==> config.mk <==
export PLATFORM = sky130hd
export DESIGN_NAME = alu_seq
export DESIGN_NICKNAME = d
export VERILOG_FILES = /design/src/rtl/alu_pkg.sv /design/src/rtl/alu_iter.sv /design/src/rtl/alu_seq.sv
export SDC_FILE = /design/constraint.sdc
export NUM_CORES = 1
export LEC_CHECK = 0
export BUFFER_PORTS_ARGS = -buffer_cell sky130_fd_sc_hd__buf_2
export CAP_MARGIN = 20
export CORE_ASPECT_RATIO = 0.6
export CORE_MARGIN = 8
export CORE_UTILIZATION = 45
export DETAILED_ROUTE_END_ITERATION = 8
export PLACE_DENSITY = 0.69
export SYNTH_ARGS = -nofsm -noshare
export SYNTH_HDL_FRONTEND = slang
export SYNTH_HIERARCHICAL = 1
export SYNTH_SLANG_ARGS = --single-unit
==> constraint.sdc <==
create_clock -name clock -period 2.6 [get_ports clock]
set_clock_uncertainty 0.05 [all_clocks]
set_input_delay 0.26 -clock clock [delete_from_list [all_inputs] [get_ports clock]]
set_output_delay 0.26 -clock clock [all_outputs]
set_load 0.05 [all_outputs]
==> src/rtl/alu_pkg.sv <==
// Shared definitions for the sequential ALU stage: opcodes, FSM encoding and
// the default datapath width.
package alu_pkg;

   localparam int ALU_WIDTH = 8;

   typedef enum logic [2:0] {
      OP_ADD = 3'b000,
      OP_SUB = 3'b001,
      OP_AND = 3'b010,
      OP_OR  = 3'b011,
      OP_XOR = 3'b100,
      OP_SHL = 3'b101,
      OP_MUL = 3'b110,
      OP_DIV = 3'b111
   } op_e;

   typedef enum logic [1:0] {
      S_IDLE = 2'd0,
      S_EXEC = 2'd1,
      S_ITER = 2'd2,
      S_DONE = 2'd3
   } state_e;

endpackage

==> src/rtl/alu_iter.sv <==
// Iterative datapath shared by MUL (right-shifting shift-add) and DIV
// (left-shifting restoring division), one bit per step.
module alu_iter
   import alu_pkg::*;
#(
   parameter  int WIDTH = ALU_WIDTH,
   parameter  int ITER  = WIDTH,
   localparam int CW    = $clog2(ITER + 1)
) (
   input  logic             clock,
   input  logic             reset,
   input  logic             i_load,
   input  logic             i_is_div,
   input  logic [WIDTH-1:0] i_a,
   input  logic [WIDTH-1:0] i_b,
   input  logic             i_step,
   output logic [CW-1:0]    o_count,
   output logic [WIDTH-1:0] o_result,
   output logic             o_hi_nz
);

   // r_hi/r_lo form the {product high, product low} pair for MUL and the
   // {remainder, quotient} pair for DIV.
   logic             r_is_div;
   logic [CW-1:0]    r_count;
   logic [WIDTH-1:0] r_hi;
   logic [WIDTH-1:0] r_lo;
   logic [WIDTH-1:0] r_opb;

   logic [WIDTH:0]   w_sum;
   logic [WIDTH:0]   w_rem_sh;
   logic [WIDTH:0]   w_rem_sub;
   logic             w_ge;

   always_comb begin
      w_sum     = {1'b0, r_hi} + {1'b0, (r_lo[0] ? r_opb : '0)};
      w_rem_sh  = {r_hi, r_lo[WIDTH-1]};
      w_rem_sub = w_rem_sh - {1'b0, r_opb};
      w_ge      = (w_rem_sh >= {1'b0, r_opb});
   end

   // NOTE: sequential state uses non-blocking assignments so every register
   // samples the pre-edge values, independent of statement order.
   always_ff @(posedge clock or posedge reset) begin
      if (reset) begin
         r_is_div <= 1'b0;
         r_count  <= '0;
         r_hi     <= '0;
         r_lo     <= '0;
         r_opb    <= '0;
      end else if (i_load) begin
         r_is_div <= i_is_div;
         r_count  <= '0;
         r_hi     <= '0;
         r_lo     <= i_a;
         r_opb    <= i_b;
      end else if (i_step) begin
         r_count <= r_count + 1'b1;
         if (r_is_div) begin
            r_hi <= w_ge ? w_rem_sub[WIDTH-1:0] : w_rem_sh[WIDTH-1:0];
            r_lo <= {r_lo[WIDTH-2:0], w_ge};
         end else begin
            r_hi <= w_sum[WIDTH:1];
            r_lo <= {w_sum[0], r_lo[WIDTH-1:1]};
         end
      end
   end

   assign o_count  = r_count;
   assign o_result = r_lo;
   assign o_hi_nz  = |r_hi;

endmodule

==> src/rtl/alu_seq.sv <==
// Sequential ALU stage feeding the accumulator: single-cycle logic/add/sub,
// iterative MUL/DIV, start/busy handshake and a one-cycle done pulse.
module alu_seq
   import alu_pkg::*;
#(
   parameter int WIDTH = ALU_WIDTH,
   parameter int ITER  = WIDTH
) (
   input  logic             clock,
   input  logic             reset,
   input  logic             start,
   input  logic [2:0]       op,
   input  logic [WIDTH-1:0] a,
   input  logic [WIDTH-1:0] b,
   output logic             busy,
   output logic             done,
   output logic [WIDTH-1:0] result,
   output logic             carry,
   output logic             zero,
   output logic             ovf,
   output logic             err
);

   localparam int CW = $clog2(ITER + 1);

   state_e           r_state;
   state_e           w_next_state;
   op_e              r_op;
   logic [WIDTH-1:0] r_a;
   logic [WIDTH-1:0] r_b;
   logic [WIDTH-1:0] r_result;
   logic             r_carry;
   logic             r_zero;
   logic             r_ovf;
   logic             r_err;

   logic             w_accept;
   logic             w_to_iter;
   logic             w_finish_iter;
   logic             w_step;
   logic             w_update;
   logic [CW-1:0]    w_count;
   logic [WIDTH-1:0] w_iter_res;
   logic             w_iter_hi_nz;
   logic [WIDTH:0]   w_sum;
   logic [WIDTH:0]   w_diff;
   logic [WIDTH-1:0] w_res;
   logic             w_carry;
   logic             w_ovf;
   logic             w_err;

   // A new request is taken in IDLE and also in DONE, giving back-to-back ops.
   assign w_accept      = start && ((r_state == S_IDLE) || (r_state == S_DONE));
   assign w_to_iter     = (op_e'(op) == OP_MUL) || ((op_e'(op) == OP_DIV) && (b != '0));
   assign w_finish_iter = (r_state == S_ITER) && (w_count == CW'(ITER));
   assign w_step        = (r_state == S_ITER) && !w_finish_iter;
   assign w_update      = (r_state == S_EXEC) || w_finish_iter;

   alu_iter #(.WIDTH(WIDTH), .ITER(ITER)) u_iter (
      .clock    (clock),
      .reset    (reset),
      .i_load   (w_accept && w_to_iter),
      .i_is_div (op_e'(op) == OP_DIV),
      .i_a      (a),
      .i_b      (b),
      .i_step   (w_step),
      .o_count  (w_count),
      .o_result (w_iter_res),
      .o_hi_nz  (w_iter_hi_nz)
   );

   // NOTE: every combinational output gets a default first so no path leaves
   // it unassigned, which would otherwise infer a latch.
   always_comb begin
      w_next_state = r_state;
      case (r_state)
         S_IDLE, S_DONE: w_next_state = w_accept ? (w_to_iter ? S_ITER : S_EXEC) : S_IDLE;
         S_EXEC:         w_next_state = S_DONE;
         S_ITER:         w_next_state = w_finish_iter ? S_DONE : S_ITER;
         default:        w_next_state = S_IDLE;
      endcase
   end

   always_comb begin
      w_sum   = {1'b0, r_a} + {1'b0, r_b};
      w_diff  = {1'b0, r_a} - {1'b0, r_b};
      w_res   = '0;
      w_carry = 1'b0;
      w_ovf   = 1'b0;
      w_err   = 1'b0;
      if (r_state == S_ITER) begin
         w_res = w_iter_res;
         w_ovf = (r_op == OP_MUL) && w_iter_hi_nz;
      end else begin
         case (r_op)
            OP_ADD: begin
               w_res   = w_sum[WIDTH-1:0];
               w_carry = w_sum[WIDTH];
               w_ovf   = (r_a[WIDTH-1] == r_b[WIDTH-1]) && (w_sum[WIDTH-1] != r_a[WIDTH-1]);
            end
            OP_SUB: begin
               w_res   = w_diff[WIDTH-1:0];
               w_carry = w_diff[WIDTH];
               w_ovf   = (r_a[WIDTH-1] != r_b[WIDTH-1]) && (w_diff[WIDTH-1] != r_a[WIDTH-1]);
            end
            OP_AND: w_res = r_a & r_b;
            OP_OR:  w_res = r_a | r_b;
            OP_XOR: w_res = r_a ^ r_b;
            OP_SHL: begin
               w_res   = {r_a[WIDTH-2:0], 1'b0};
               w_carry = r_a[WIDTH-1];
            end
            // Only a zero divisor reaches EXEC with DIV.
            OP_DIV: begin
               w_res = '1;
               w_err = 1'b1;
            end
            default: w_res = '0;
         endcase
      end
   end

   always_ff @(posedge clock or posedge reset) begin
      if (reset) begin
         r_state  <= S_IDLE;
         r_op     <= OP_ADD;
         r_a      <= '0;
         r_b      <= '0;
         r_result <= '0;
         r_carry  <= 1'b0;
         r_zero   <= 1'b0;
         r_ovf    <= 1'b0;
         r_err    <= 1'b0;
      end else begin
         r_state <= w_next_state;
         if (w_accept) begin
            r_op <= op_e'(op);
            r_a  <= a;
            r_b  <= b;
         end
         if (w_update) begin
            r_result <= w_res;
            r_carry  <= w_carry;
            r_zero   <= (w_res == '0);
            r_ovf    <= w_ovf;
            r_err    <= w_err;
         end
      end
   end

   assign busy   = (r_state == S_EXEC) || (r_state == S_ITER);
   assign done   = (r_state == S_DONE);
   assign result = r_result;
   assign carry  = r_carry;
   assign zero   = r_zero;
   assign ovf    = r_ovf;
   assign err    = r_err;

endmodule

==> reports/metrics.cfg, run 1 <==
[die]
fp.dieW_um=152
start_util_pct=46.8
dieArea_sq_um=14900
io_pins=36
die_h_um=97.8
rows=29
coreArea_sq_um=10700

[synth]
yosys_warnings=6
netlist_area_sq_um=5010
synthArstFlopShare_pct=100
synth_fp_nets=645
synth_seq_cells=62
synth_edf_count=0
syn_inst=575
synth_cell_type_count=80
syn_avg_cell_area_sq_um=8.72
synth_seq_area_share_pct=31.0
synth_ff_type=dfrtp_1

[cells_and_area]
fillerInstances=944
final_common_cell=nand2_1
areaGrowthSynthToFinish_pct=20.1
finish.utilization_pct=56.3
layout-drive-gt1-share_pct=26.3
diodes=0
layout.nets=716
layout_common_cells=nand2_1, dfrtp_1, buf_4, o21ai_0, nor2_1

[min_path]
holdPathStages=3
hold_path.class=input port to register

[timing]
worst-slew-pin-transition_ns=0.686
finalCritPeriodShare_pct=97.9
max_freq_ghz=0.393
finalHoldViolCount=0
slew_violations=0
setup_violations=0
relSlewSlack_pct=53.9
period_needed_ns=2.55

[grt]
antenna_found_initial=0
overflow=0
grt_pass1_vias=4406
grt_max_degree=40
grtUsageTotal_pct=21.7
grt_first_pass_wirelength_um=25400

[worst_setup_path]
crit_fanout=4
worstSetupStartpointType=register
r2r_setup_slack_ns=0.05
cp_cell_sequence=ha_2 -> fa_2 -> mux2_2 -> a221o_1 -> mux2i_2 -> nand4_1 -> nor4_4 -> a22o_1
r2r-end=zero
slowest_delay_ns=0.42
crit_path_end_kind=register
crit_family=adder cells
worst-path-stages=8
reg2reg_from=r_b[0]
crit_buf_inv=0
setup.worst_path.start=r_b[0]
cp-endpoint=zero
worst-endpoint-arrival_ns=2.76
crit_required_ns=2.82
crit_type=register to register
slowest_stage=dfrtp_2
reg2reg_depth=8

[clock_network]
cts_tree=done
numCtsBuffers=9
cts_max_path_buffers=2
clk_pin_slew_ns=0.05
cts_max_level=3
insertion_delay_ns=0.33
cts_root_buf=clkbuf_16
clock-sinks=62

[place]
dpl.hpwl_um=12700
port_buffers=35
globalplace.congestion=1.00

[route]
wirelength_um=16200
drc=0
viasPerCell=5.99
met1_length_um=8260
first_pass_iters=5
wl_per_cell_um=20.6
wl_met3_um=1850
vias=4728
dr.max_layer_used=met4
dr_wl_met2_um=5950
drt-initial-drc-count=515
ant_nets=0

[flow_run]
max_cap_viol_count=0

[run_status]
status=completed

[per-stage QoR]
stage,area (sq um),setup TNS [ns],hold slack (ns),std cells,worst slack [ns]
floorplan,5010,0,0.288,575,0.161
global placement,5590,0,0.244,770,0.0733
detailed placement,5590,0,0.259,770,0.00787
CTS,5890,0,0.120,788,0.00848
global route,6020,-0.0513,0.136,789,-0.0513
finish,6020,0,0.125,789,0.0535
[kinds of logic after synthesis]
kind of cell,after synthesis,share of synthesized area [%]
simple gates,179,17.6
compound gates,161,22.0
buf+inv,74,6.52
flops,62,31.0
fa+ha+maj,48,12.6
mux,36,7.74
xor+xnor,15,2.62
[area by class of cell]
class | count | area, sq um | share of cell area (%)
Clock buffer | 14 | 264 | 4.38
Sequential cell | 62 | 1560 | 25.8
Multi-Input combinational cell | 439 | 3260 | 54.1
Timing Repair Buffer | 89 | 596 | 9.89
Inverter | 45 | 169 | 2.80
Tap cell | 139 | 174 | 2.89
Clock inverter | 1 | 5.00 | 0.0831
[state kept, by name, indices dropped and copies added (netlist names)]
name	cells
err	1
u_iter/r_opb	8
carry	1
u_iter/r_is_div	1
u_iter/o_count	4
r_op	3
result	8
ovf	1
r_a	8
r_state	2
r_b	8
u_iter/o_result	8
zero	1
u_iter/r_hi	8
[Yosys cell counts, drive strengths merged, types with 8 or more instances]
| cell type | n | area (sq um) |
|---|---|---|
| o21ai | 50 | 250 |
| nand2 | 61 | 229 |
| clkbuf | 16 | 81.3 |
| inv | 44 | 165 |
| nor2b | 10 | 62.6 |
| nor3 | 10 | 55.1 |
| buf | 13 | 76.3 |
| mux2i | 14 | 140 |
| ha | 44 | 551 |
| nor2 | 43 | 161 |
| mux2 | 22 | 248 |
| a21oi | 26 | 134 |
| xnor2 | 8 | 70.1 |
| and2 | 8 | 52.6 |
| a31oi | 8 | 50.1 |
| dfrtp | 62 | 1550 |
[worst min-delay path, cell delays in order]
cell     delay (ns)
buf_2          0.10
nand2_1        0.05
o21ai_0        0.06
[per-layer routing]
metal	vias up	global-route usage, %
met5	-	0
met4	0	5.19
met1	2260	34.0
met3	18	7.44
li1	2203	-
met2	247	26.9
[how the worst min path moves through the flow]
stage                              end  start
detailed placement          r_state[1]  reset
global placement            r_state[1]  reset
global route        u_iter/o_result[2]   a[2]
floorplan            u_iter/o_count[0]  reset
CTS                 u_iter/o_result[2]   a[2]
finish              u_iter/o_result[2]   a[2]
[timing repair]
item / 4_1_cts / 5_1_grt
endpoints found under the setup margin: 2 / 5
endpoints found under the hold margin: 38 / 0
buffers inserted: 2 / 1
pin swaps: 1 / 4
hold buffers: 1 / 0
resized for setup: 3 / 32
Power of run 1 is left out: the tool's default activity adds up to more than one toggle a clock period on the data nets, which glitch-free logic cannot reach.
==> inputs of run 2 (changes only) <==
--- a/config.mk
+++ b/config.mk
@@ -9,9 +9,9 @@
 export CAP_MARGIN = 20
 export CORE_ASPECT_RATIO = 0.6
 export CORE_MARGIN = 8
-export CORE_UTILIZATION = 45
+export CORE_UTILIZATION = 30
 export DETAILED_ROUTE_END_ITERATION = 8
-export PLACE_DENSITY = 0.69
+export PLACE_DENSITY = 0.51
 export SYNTH_ARGS = -nofsm -noshare
 export SYNTH_HDL_FRONTEND = slang
 export SYNTH_HIERARCHICAL = 1
==> run 2 against run 1 <==
Net effect:
- sequential share of layout area shrank 0.33 points
- global-route usage shrank 5.3 points
- first-iteration DRC count is 13% lower
- sequential cell count is the same
- worst setup slack better by 0.0091 ns
- largest cell class unchanged
- utilization is 19 points lower
- worst hold slack gained 0.0022 ns
==> reports/metrics.cfg, run 2 (synthesis results as in run 1) <==
[route]
drc=0  ; unchanged
vias=4650  ; -1.6%
ant_nets=0  ; unchanged
wirelength_um=17100  ; +5.3%
viasPerCell=5.31  ; -11%
wl_per_cell_um=19.5  ; -5.0%
drt-initial-drc-count=449  ; -13%
first_pass_iters=5  ; unchanged

[timing]
relSlewSlack_pct=41.4  ; -12 points
finalCritPeriodShare_pct=97.6  ; -0.35 points
max_freq_ghz=0.394  ; +0.36%
finalHoldViolCount=0  ; unchanged
setup_violations=0  ; unchanged
rsz0062_at_grt=true
slew_violations=0  ; unchanged
holdWs_ns=0.127  ; +0.00224 ns
period_needed_ns=2.54  ; -0.00908 ns
worst-slew-pin-transition_ns=0.877  ; +0.191 ns

[clock_network]
cts_max_path_buffers=2  ; unchanged
clock-sinks=62  ; unchanged
cts_root_buf=clkbuf_16
cts_max_level=3  ; unchanged
cts_tree=done
insertion_delay_ns=0.33  ; about the same
numCtsBuffers=9  ; unchanged
clk_pin_slew_ns=0.06  ; about the same

[cells_and_area]
fillerInstances=1694  ; +79%
diodes=0  ; unchanged
areaGrowthSynthToFinish_pct=21.5
layout_common_cells=nand2_1, dfrtp_1, buf_4, o21ai_0
layout.nets=715  ; -0.14%
layout-drive-gt1-share_pct=24.9  ; -1.4 points

[die]
start_util_pct=30.7  ; -16 points
dieArea_sq_um=21200  ; +43%
io_pins=36  ; unchanged
fp.dieW_um=183  ; +20%
rows=36  ; +24%
die_h_um=116  ; +19%
coreArea_sq_um=16300  ; +52%

[grt]
antenna_found_initial=0  ; unchanged
grt_max_degree=41  ; +2.5%
grt_first_pass_wirelength_um=26500  ; +4.2%
grtUsageTotal_pct=16.4  ; -5.3 points
overflow=0  ; unchanged
grt_pass1_vias=4471  ; +1.5%

[worst_setup_path]
reg2reg_from=u_iter/o_result[0]
crit_fanout=5  ; +1
cp-endpoint=u_iter/r_hi[6]
crit_required_ns=2.80  ; -0.02 ns
slowest_stage=dfrtp_1
cp_cell_sequence=buf_4 -> and2_1 -> ha_1 -> and3_1 -> a221o_1 -> o41ai_2 -> xnor2_1 -> nor2_1 -> a211oi_2
setup.worst_path.start=u_iter/o_result[0]
crit_type=register to register
slowest_delay_ns=0.43  ; about the same
r2r-end=u_iter/r_hi[6]
worst-endpoint-arrival_ns=2.74  ; -0.02 ns
reg2reg_depth=9  ; +1
crit_path_end_kind=register
r2r_setup_slack_ns=0.06  ; about the same
worstSetupStartpointType=register

[flow_run]
max_cap_viol_count=0  ; unchanged

[place]
globalplace.congestion=0.951  ; -5.3%
port_buffers=35  ; unchanged
dpl.hpwl_um=13800  ; +8.1%

[run_status]
status=completed

[min_path]
hold_path.class=input port to register
hold_path_startpoint=a[3]

-- run 2: stage by stage --
stage	instance area, sq um	std cells	utilization, %	setup slack, ns	setup TNS, ns
2_1_floorplan	5010	575	-	0.161	0
3_3_place_gp	5720	860	35.1	-0.0195	-0.0195
3_5_place_dp	5720	860	35.1	-0.0995	-0.231
4_1_cts	6020	874	36.9	0.00192	0
5_1_grt	6090	875	37.3	-0.0540	-0.119
6_report	6090	875	37.3	0.0626	0
-- run 2: layout make-up --
type | instances | area [sq um] | share of cell area, %
repair buffers | 88 | 588 | 9.66
multi-input cells | 439 | 3230 | 53.1
well taps | 228 | 285 | 4.68
clock buffers | 11 | 253 | 4.15
inverters | 45 | 169 | 2.77
clock inverters | 2 | 10.0 | 0.164
flip-flops and latches | 62 | 1550 | 25.5
-- run 2: repair_timing --
action	CTS	global route
endpoints found under the setup margin	3	8
setup buffers	0	1
endpoints found under the hold margin	29	0
gates cloned	0	0
gates resized for setup	8	17
hold buffers	1	0
pin swaps	2	5
-- run 2: worst max-delay path: cells and delay by family, from the launching register on --
kind	cells	cell delay [ns]
AOI/OAI and AO/OA	3	0.83
and+or+nand+nor	3	0.44
DFF	1	0.43
adders and majority gates	1	0.35
buffers and inverters	1	0.18
xor gates and xnor gates	1	0.16
-- run 2: how the worst min path moves through the flow --
stage | to | slack (ns) | cells past startpoint
final | u_iter/o_result[3] | 0.13 | 3
after global routing | u_iter/o_result[6] | 0.13 | 3
after CTS | u_iter/o_result[6] | 0.11 | 3
after detailed placement | u_iter/o_count[3] | 0.34 | 3
after global placement | u_iter/o_count[3] | 0.34 | 3
after floorplan | u_iter/o_count[0] | 0.29 | 1
-- run 2: metal layers --
metal	routed length, um	vias up	track usage, %
li1	-	2199	-
met1	9460	2225	27.5
met2	5640	221	18.6
met3	1940	5	5.28
met4	56	0	2.80
met5	0	-	0
Power of run 2 is left out for the same reason.
